### src/rtl/instr_fetch_unit.sv
// Purpose  : owns the PC, reads 1- or 2-byte instructions from byte memory and
//            hands each one to the control unit with a valid/ready handshake.
// Latency  : 1-byte instr valid 1 granted cycle after fetch start, 2-byte after 2.
// Backpressure: instr held stable in HOLD while instr_ready=0; fetch stalls while
//            mem_grant=0; jump_en overrides everything and drops any pending instr.
//
// Ports:
//   clk, rst                 clock (rising edge), asynchronous active-low reset
//   mem_grant                1 = fetch owns the memory port this cycle
//   mem_address, mem_read    byte address (always the PC) and read strobe
//   mem_data                 combinational read data for mem_address
//   jump_en, jump_addr       one-cycle PC redirect
//   instr, instr_len2,
//   instr_pc, instr_valid    instruction hand-off to the control unit
//   instr_ready              control unit accepts instr this cycle
module instr_fetch_unit #(
   parameter int                 ADDR_W   = 13,
   parameter int                 DATA_W   = 8,
   parameter logic [ADDR_W-1:0]  RESET_PC = '0
) (
   input  logic                  clk,
   input  logic                  rst,
   input  logic                  mem_grant,
   output logic [ADDR_W-1:0]     mem_address,
   output logic                  mem_read,
   input  logic [DATA_W-1:0]     mem_data,
   input  logic                  jump_en,
   input  logic [ADDR_W-1:0]     jump_addr,
   output logic [2*DATA_W-1:0]   instr,
   output logic                  instr_len2,
   output logic [ADDR_W-1:0]     instr_pc,
   output logic                  instr_valid,
   input  logic                  instr_ready
);

   typedef enum logic [1:0] {
      FETCH0 = 2'd0,
      FETCH1 = 2'd1,
      HOLD   = 2'd2
   } state_t;

   state_t                state_q, state_d;
   logic [ADDR_W-1:0]     pc_q, pc_d;
   logic [DATA_W-1:0]     byte0_q, byte0_d;
   logic [2*DATA_W-1:0]   instr_q, instr_d;
   logic                  instr_len2_q, instr_len2_d;
   logic [ADDR_W-1:0]     instr_pc_q, instr_pc_d;
   logic                  instr_valid_q, instr_valid_d;

   logic                  fetching;
   logic                  is_short;

   assign fetching = (state_q == FETCH0) || (state_q == FETCH1);
   // Opcodes 111xxxxx carry no operand byte.
   assign is_short = (mem_data[DATA_W-1 -: 3] == 3'b111);

   always_comb begin
      state_d       = state_q;
      pc_d          = pc_q;
      byte0_d       = byte0_q;
      instr_d       = instr_q;
      instr_len2_d  = instr_len2_q;
      instr_pc_d    = instr_pc_q;
      instr_valid_d = instr_valid_q;

      if (jump_en) begin
         // Redirect wins: partial byte0 is abandoned and a held instr is dropped
         // even if the control unit is accepting it in this same cycle.
         pc_d          = jump_addr;
         instr_valid_d = 1'b0;
         state_d       = FETCH0;
      end else begin
         case (state_q)
            FETCH0: begin
               if (mem_grant) begin
                  byte0_d    = mem_data;
                  instr_pc_d = pc_q;
                  pc_d       = pc_q + ADDR_W'(1);
                  if (is_short) begin
                     instr_d       = {mem_data, {DATA_W{1'b0}}};
                     instr_len2_d  = 1'b0;
                     instr_valid_d = 1'b1;
                     state_d       = HOLD;
                  end else begin
                     state_d = FETCH1;
                  end
               end
            end
            FETCH1: begin
               if (mem_grant) begin
                  instr_d       = {byte0_q, mem_data};
                  instr_len2_d  = 1'b1;
                  pc_d          = pc_q + ADDR_W'(1);
                  instr_valid_d = 1'b1;
                  state_d       = HOLD;
               end
            end
            HOLD: begin
               if (instr_ready) begin
                  instr_valid_d = 1'b0;
                  state_d       = FETCH0;
               end
            end
            default: begin
               state_d = FETCH0;
            end
         endcase
      end
   end

   always_ff @(posedge clk or negedge rst) begin
      if (!rst) begin
         state_q       <= FETCH0;
         pc_q          <= RESET_PC;
         byte0_q       <= '0;
         instr_q       <= '0;
         instr_len2_q  <= 1'b0;
         instr_pc_q    <= '0;
         instr_valid_q <= 1'b0;
      end else begin
         state_q       <= state_d;
         pc_q          <= pc_d;
         byte0_q       <= byte0_d;
         instr_q       <= instr_d;
         instr_len2_q  <= instr_len2_d;
         instr_pc_q    <= instr_pc_d;
         instr_valid_q <= instr_valid_d;
      end
   end

   // No speculative reads: strobe only in a fetch state with the port granted.
   assign mem_read    = fetching && mem_grant && rst;
   assign mem_address = pc_q;
   assign instr       = instr_q;
   assign instr_len2  = instr_len2_q;
   assign instr_pc    = instr_pc_q;
   assign instr_valid = instr_valid_q;

endmodule

### config.mk
export PLATFORM = sky130hd
export DESIGN_NAME = instr_fetch_unit
export DESIGN_NICKNAME = d
export VERILOG_FILES = /design/src/rtl/instr_fetch_unit.sv
export SDC_FILE = /design/constraint.sdc
export NUM_CORES = 1
export LEC_CHECK = 0
export CORE_UTILIZATION = 45
export CTS_BUF_LIST = sky130_fd_sc_hd__clkbuf_16
export DETAILED_ROUTE_END_ITERATION = 8
export PLACE_DENSITY = 0.74
export SETUP_SLACK_MARGIN = 0.4
export SYNTH_ARGS = -nofsm -noshare
export SYNTH_HDL_FRONTEND = slang
export SYNTH_SLANG_ARGS = --single-unit
### constraint.sdc
create_clock -name clk -period 5.1 [get_ports clk]
set_input_delay 0.765 -clock clk [delete_from_list [all_inputs] [get_ports clk]]
set_output_delay 0.765 -clock clk [all_outputs]
set_load 0.05 [all_outputs]
---- Word-level counts from Yosys, hierarchy flattened ----
Cells that the tools add are included.
word-level totals
  flip-flop bits (word level) ............. 54
  logic and storage cells ................. 55
  output and inout bits ................... 45
  input port bits ......................... 26
operators by class
  reduce and logical (&&, ||, !) cells .... 14
  bitwise gates (word level) .............. 1
  mux-type cells .......................... 22
  eq/ne operators ......................... 10
  add/subtract/negate cells ............... 1
operator list
  operator                                                               count
  16-bit 2-to-1 mux                                                      3
  13-bit 2-to-1 mux                                                      3
  16-bit one-hot mux with 2 select lines                                 1
  13-bit by 1-bit adder with 13-bit output, second input constant        1
  3-bit != test, second input constant                                   4
  2-bit 2-to-1 mux                                                       5
  5-bit AND reduction                                                    2
  1-bit 2-to-1 mux                                                       7
  2-bit != test, second input constant                                   3
  2-bit one-hot mux with 3 select lines                                  1
  3-bit AND reduction                                                    2
  2-bit nonzero test                                                     3
  4-bit nonzero test                                                     1
  3-bit equality test, second input constant                             1
  1-bit one-hot mux with 3 select lines                                  1
  2-bit by 1-bit equality test with 1-bit output, second input constant  1
  2-bit equality test, second input constant                             1
  1-bit logical AND                                                      2
  2-bit zero test                                                        1
  1-bit one-hot mux with 2 select lines                                  1
  2-bit AND reduction                                                    1
  2-bit OR reduction                                                     1
  1-bit logical OR                                                       1
  1-bit inverter                                                         1

---- Depth between registers and ports, before layout ----
Gate-level depths: netlist of run 1.
  depth after elaboration ................. 5
  mapped depth ............................ 8
  depth with buffers taken out ............ 6

---- Least setup slack after synthesis of run 1 ----
OpenSTA, ideal clock, no wires.
  kind .................................... register to output
  start point ............................. reg state_q[1]
  end point ............................... out mem_read
  buffers on the path ..................... 1
  stages on the path, launching flop included .. 6
  data required time ...................... 4.335 ns
  data arrival time ....................... 1.503 ns
  slack ................................... 2.832 ns
  path through ............................ dfrtp_1 -> inv_1 -> ha_1 -> buf_4 -> o21a_1 -> and2_1
on the way
  longest elaborated chain between the ends .. 4
  elaborated cells between the ends (all ways) .. 5
  those cells by class .................... eq/ne (1); reduce/logical (4)
RTL lines
  item                                                                                      line  source
  start: declaration                                                                        42    state_t state_q, state_d;
  start signal: assignment                                                                  121   state_q <= state_d;
  2-bit by 1-bit equality test with 1-bit output / 2-bit zero test (equally long branches)  53    assign fetching = (state_q == FETCH0) || (state_q == FETCH1);
  1-bit logical OR (*)                                                                      53
  1-bit logical AND (*) (2 in a row)                                                        132   assign mem_read = fetching && mem_grant && rst;
  end: declaration                                                                          25    output logic mem_read,
Every way passes the cells marked *; elsewhere a longest branch is shown, timed or not.

---- Worst setup path in the final report of run 1 ----
Same ends and word-level chain as after synthesis.

==> results of run 1 <==
==> stage by stage <==
| stage | setup WS, ns | total power (W) | util |
|---|---|---|---|
| 4_1_cts | 1.47 | 0.00157 | 0.649 |
| 3_5_place_dp | 1.76 | 0.00119 | 0.617 |
| 2_1_floorplan | 2.83 | 0.000975 | - |
| 6_report | 1.50 | 0.00156 | 0.649 |
| 5_1_grt | 1.37 | 0.00163 | 0.649 |
| 3_3_place_gp | 1.77 | 0.00118 | 0.617 |
==> metal layers <==
layer,vias up,track usage
met3,5,0.0608
met5,-,0
li1,899,-
met1,885,0.257
met4,0,0.0617
met2,58,0.312
==> final cells by class <==
| type | instances | area (µm²) | area share |
|---|---|---|---|
| Clock buffer | 5 | 125 | 0.0373 |
| Clock inverter | 3 | 41.3 | 0.0123 |
| Inverter | 3 | 11.3 | 0.00336 |
| Multi-Input combinational cell | 154 | 1030 | 0.306 |
| Sequential cell | 54 | 1350 | 0.403 |
| Tap cell | 70 | 87.6 | 0.0261 |
| Timing Repair Buffer | 72 | 711 | 0.212 |
==> kinds of logic after synthesis <==
| kind of cell | Yosys count | share of synthesized area |
|---|---|---|
| AND/OR/NAND/NOR | 77 | 0.144 |
| adder cells (fa/ha/maj) | 4 | 0.0204 |
| AO/OA/AOI/OAI | 30 | 0.0729 |
| XOR/XNOR | 11 | 0.0392 |
| buffers and inverters | 14 | 0.0311 |
| multiplexers | 32 | 0.142 |
| flip-flops | 54 | 0.550 |
==> worst paths after layout <==
kind                                   startpoint                         end  slack (ns)
min reg2reg                  instr[5]$_DFFE_PN0P_        instr[5]$_DFFE_PN0P_        0.47
max                        state_q[1]$_DFFE_PN0P_                    mem_read        1.50
max reg2reg                state_q[1]$_DFFE_PN0P_       instr[13]$_DFFE_PN0P_        2.59
min in group asynchronous                     rst      byte0_q[4]$_DFFE_PN0P_        0.67
min                          instr[5]$_DFFE_PN0P_        instr[5]$_DFFE_PN0P_        0.47
max in group asynchronous                     rst  mem_address[6]$_DFFE_PN0P_        3.97
==> power breakdown <==
| part | total (W) | internal (W) | switching (W) |
|---|---|---|---|
| registers | 0.000575 | 0.000519 | 0.0000556 |
| logic | 0.000603 | 0.000216 | 0.000386 |
| clock network | 0.000381 | 0.000230 | 0.000151 |
==> synth_stat cells, drive strengths merged <==
master  number  area [µm²]
a211o        2        17.5
a211oi       1        12.5
a21oi        1        5.00
a31oi        1        6.26
a32oi        1        8.76
and2         3        20.0
and3         1        6.26
and4         2        17.5
buf          9        57.6
clkbuf       2        7.51
dfrtp       54        1350
ha           4        50.1
inv          3        11.3
mux2        23         259
mux2i        9        90.1
nand2       42         160
nand2b       2        12.5
nand3       15        75.1
nand4        5        31.3
nor2         5        18.8
nor2b        1        6.26
o2111a       1        11.3
o21a         1        7.51
o21ai       22         110
or3          1        6.26
xnor2        2        17.5
xor2         9        78.8
==> worst register-to-register path: cells and delay by family (launching register included) <==
kind / cells / cell delay, ns
flops: 1 / 0.39
simple gates: 1 / 0.18
buf+inv: 1 / 0.08
compound gates: 3 / 0.99
fa+ha+maj: 1 / 0.73
==> state kept, by name, summed over array words and instances, names as in the netlist <==
signal / cells
instr: 16
instr_pc: 13
state_q: 2
instr_valid: 1
mem_address: 13
byte0_q: 8
instr_len2: 1
==> impl_metrics.toml, run 1 <==
[clocking]
clkTransAtPathRegs_ns = 0.07
clockBufferDepth = 2
clkSinkCount = 54
postCtsSetupBuffers = 0
cts_root_buf = "clkbuf_16"
cts_inserted_buffers = 5
cts_hold_repair.buffers = 0
cts_tree = "yes"
h-tree-depth = 2
ctsResizeCount = 0
clk_latency_ns = 0.29

[final_layout]
fin_nets = 320
fillers = 414
postLayoutCellArea_um2 = 3360
layout_commonest_cell = "clkdlybuf4s50_1"
syn2layout_area_growth_pct = 36.6
n_antenna_cell = 0
stdcell_count = 361
mostFrequentLayoutCells = "clkdlybuf4s50_1 (69), dfrtp_1 (54), nand2_1 (41)"
layout-drive-gt1-share = 0.124

[critical_path]
crit_cells = 5
cpPeakStageDelay_ns = 0.80
crit_type = "reg2out"
r2r_cells = 6
crit_path_cell_trace = "inv_1 > ha_1 > o21a_1 > and2_1 > clkdlybuf4s50_1"
end_kind = "output port"
path_max_fanout = 22
cp_slowest_cell = "clkdlybuf4s50_1"
critPathTopFamily = "buffers and inverters"
cp.required_ns = 4.34
crit_path_start_kind = "flop"
cp_num_buf_inv = 2
arrival_ns = 2.83

[synthesis]
syn_inst = 222
ys_warn_count = 0
synth-seq-cells = 54
synth.avg_cell_area_um2 = 11.1
ys_seq_area_frac = 0.550
ys_types = 32
synthesis.area_um2 = 2460
syn_nets = 252

[timing]
setup_violations = 0
hold_viol = 0
slew_headroom = 0.274
fmax_mhz = 278
worst_slew_pin_slew_ns = 1.09
fin_crit_ns = 3.60
slew_violations = 0
final.setup.tns_ns = 0
skew_ns = 0.00436
hold_ws_ns = 0.467
fin_crit_sh = 0.706
rsz0062_at_grt = "no"

[floorplan]
core_area_um2 = 5170
rows = 26
start_util = 0.475
die_w_um = 75.9
io_pins = 71
dieArea_um2 = 5760
dieHeight_um = 75.9

[power]
p_per_area_nw_per_um2 = 464
peakVddDrop_v = 0.000273
p_leak_nw = 1.44

[detailed_routing]
drt-initial-drc-count = 80
wl_per_cell_um = 14.3
wl_met3_um = 369
drc_errors = 0
wl_um = 5150
first_pass_iters = 4
dr_wl_met2_um = 2380
ant_nets = 0
drt-met1-wl_um = 2330
vias = 1847
routed_via_density = 5.12
highest_layer = "met4"

[placement]
hpwlAfterDp_um = 3520
port_buffers = 70
place_area_um2 = 3190
dp.cells = 353
place_congestion = 0.794

[grt]
grt-ovfl-total = 0
grt_pass1_wl_um = 8230
grt_max_degree = 55
grt_use_total = 0.196
grt_antenna_before_repair = 0
first_global_vias = 1705

[job]
drv_cap = 0

[hold_path]
whs_path_depth = 2
hp-class = "reg2reg"

[run_status]
status = "finished clean"
(Power assumes the default switching activity.)
==> run 2: changes to the inputs <==
--- a/config.mk
+++ b/config.mk
@@ -5,7 +5,7 @@
 export SDC_FILE = /design/constraint.sdc
 export NUM_CORES = 1
 export LEC_CHECK = 0
-export CORE_UTILIZATION = 45
+export CORE_UTILIZATION = 43
 export CTS_BUF_LIST = sky130_fd_sc_hd__clkbuf_16
 export DETAILED_ROUTE_END_ITERATION = 8
 export PLACE_DENSITY = 0.74
==> constraint.sdc (replaced) <==
create_clock -name clk -period 2.9 [get_ports clk]
set_input_delay 0.435 -clock clk [delete_from_list [all_inputs] [get_ports clk]]
set_output_delay 0.435 -clock clk [all_outputs]
set_load 0.05 [all_outputs]
==> impl_metrics.toml, run 2 (synthesis results as in run 1) <==
[run_status]
status = "finished clean"

[detailed_routing]
wl_um = 5230
routed_via_density = 5.05
wl_per_cell_um = 14.3
vias = 1843
first_pass_iters = 4
drc_errors = 0
ant_nets = 0
drt-initial-drc-count = 82

[floorplan]
start_util = 0.446
dieArea_um2 = 6020
die_w_um = 77.6
core_area_um2 = 5510
io_pins = 71
rows = 27
dieHeight_um = 77.6

[critical_path]
cp_slowest_cell = "ha_1"
cp.required_ns = 2.47
r2r_cells = 6
arrival_ns = 1.92
end_kind = "output port"
reg2reg_from = "state_q[1]$_DFFE_PN0P_"
r2r_setup_slack_ns = 0.74
crit_path_cell_trace = "inv_1 > ha_1 > o21a_1 > and2_1 > buf_12"
rr_endpoint = "instr[13]$_DFFE_PN0P_"
crit_type = "reg2out"
cpPeakStageDelay_ns = 0.44
crit_path_start_kind = "flop"
path_max_fanout = 12

[timing]
slew_headroom = 0.553
slew_violations = 0
fmax_mhz = 425
fin_crit_ns = 2.35
setup_violations = 0
fin_crit_sh = 0.811
rsz0062_at_grt = "no"
final.setup.tns_ns = 0
hold_viol = 0
worst_slew_pin_slew_ns = 0.670
skew_ns = 0.00430

[clocking]
clk_latency_ns = 0.29
clkSinkCount = 54
cts_root_buf = "clkbuf_16"
clkTransAtPathRegs_ns = 0.07
clockBufferDepth = 2
postCtsSetupBuffers = 0
ctsResizeCount = 0
h-tree-depth = 2
cts_hold_repair.buffers = 0
cts_inserted_buffers = 5
cts_tree = "yes"

[grt]
first_global_vias = 1843
grt-ovfl-total = 0
grt_pass1_wl_um = 9010
grt_max_degree = 55
grt_antenna_before_repair = 0
grt_use_total = 0.187

[final_layout]
mostFrequentLayoutCells = "clkdlybuf4s50_1 (68), dfrtp_1 (54), nand2_1 (41)"
fin_util = 0.612
multi_input_area_um2 = 1030
syn2layout_area_growth_pct = 37.2
fin_nets = 322
fillers = 475
layout_commonest_cell = "clkdlybuf4s50_1"
seqCellArea_um2 = 1350
n_antenna_cell = 0
largest_register_ffs = 16
layout-drive-gt1-share = 0.133

[placement]
port_buffers = 70
place_congestion = 0.733
hpwlAfterDp_um = 3680

[power]
peakVddDrop_v = 0.000512
p_leak_nw = 1.45
p_per_area_nw_per_um2 = 789

[hold_path]
hp-class = "in2async"

[job]
drv_cap = 0
[run 2: how the worst max path moves through the flow]
stage                     slack, ns  cells past startpoint                     to              startpoint
final                          0.55                      5               mem_read  state_q[1]$_DFFE_PN0P_
after CTS                      0.54                      5               mem_read  state_q[1]$_DFFE_PN0P_
after detailed placement       0.70                      4  instr[13]$_DFFE_PN0P_                 jump_en
after global placement         0.76                      5  instr[12]$_DFFE_PN0P_             mem_data[7]
after floorplan                0.96                      5               mem_read  state_q[1]$_DFFE_PN0P_
after global routing           0.40                      5               mem_read  state_q[1]$_DFFE_PN0P_
[run 2: stage by stage]
stage	setup slack, ns	hold slack [ns]	instance area [µm²]	power (W)	cells
floorplan	0.962	0.139	2460	0.00171	222
global placement	0.755	0.452	3230	0.00209	357
detailed placement	0.697	0.456	3230	0.00210	357
CTS	0.536	0.324	3370	0.00268	365
global route	0.405	0.351	3370	0.00279	365
finish	0.548	0.291	3370	0.00266	365
[run 2: per-layer routing]
metal  track usage  wire [µm]  vias to the layer above
li1              -          -                      903
met1         0.261       2460                      878
met2         0.291       2390                       58
met3        0.0553        345                        4
met4        0.0283         35                        0
met5             0          0                        -
[run 2: final cells by class]
type                            count  share of cell area
Sequential cell                    54               0.401
Multi-Input combinational cell    154               0.305
Timing Repair Buffer               74               0.222
Clock buffer                        5              0.0371
Tap cell                           72              0.0267
Clock inverter                      3             0.00483
Inverter                            3             0.00334
[run 2: critical path, delay by kind of cell (launching register included)]
family,cells,cell delay [ns]
fa+ha+maj,1,0.44
flops,1,0.40
compound gates,1,0.35
buf+inv,2,0.23
simple gates,1,0.21
[run 2: where the power goes]
part | switching [W] | leakage, nW | total (W) | internal (W)
clock network | 0.000257 | 0.0672 | 0.000572 | 0.000316
logic | 0.000682 | 0.711 | 0.00107 | 0.000386
registers | 0.000104 | 0.671 | 0.00102 | 0.000913
total | 0.00104 | 1.45 | 0.00266 | 0.00161
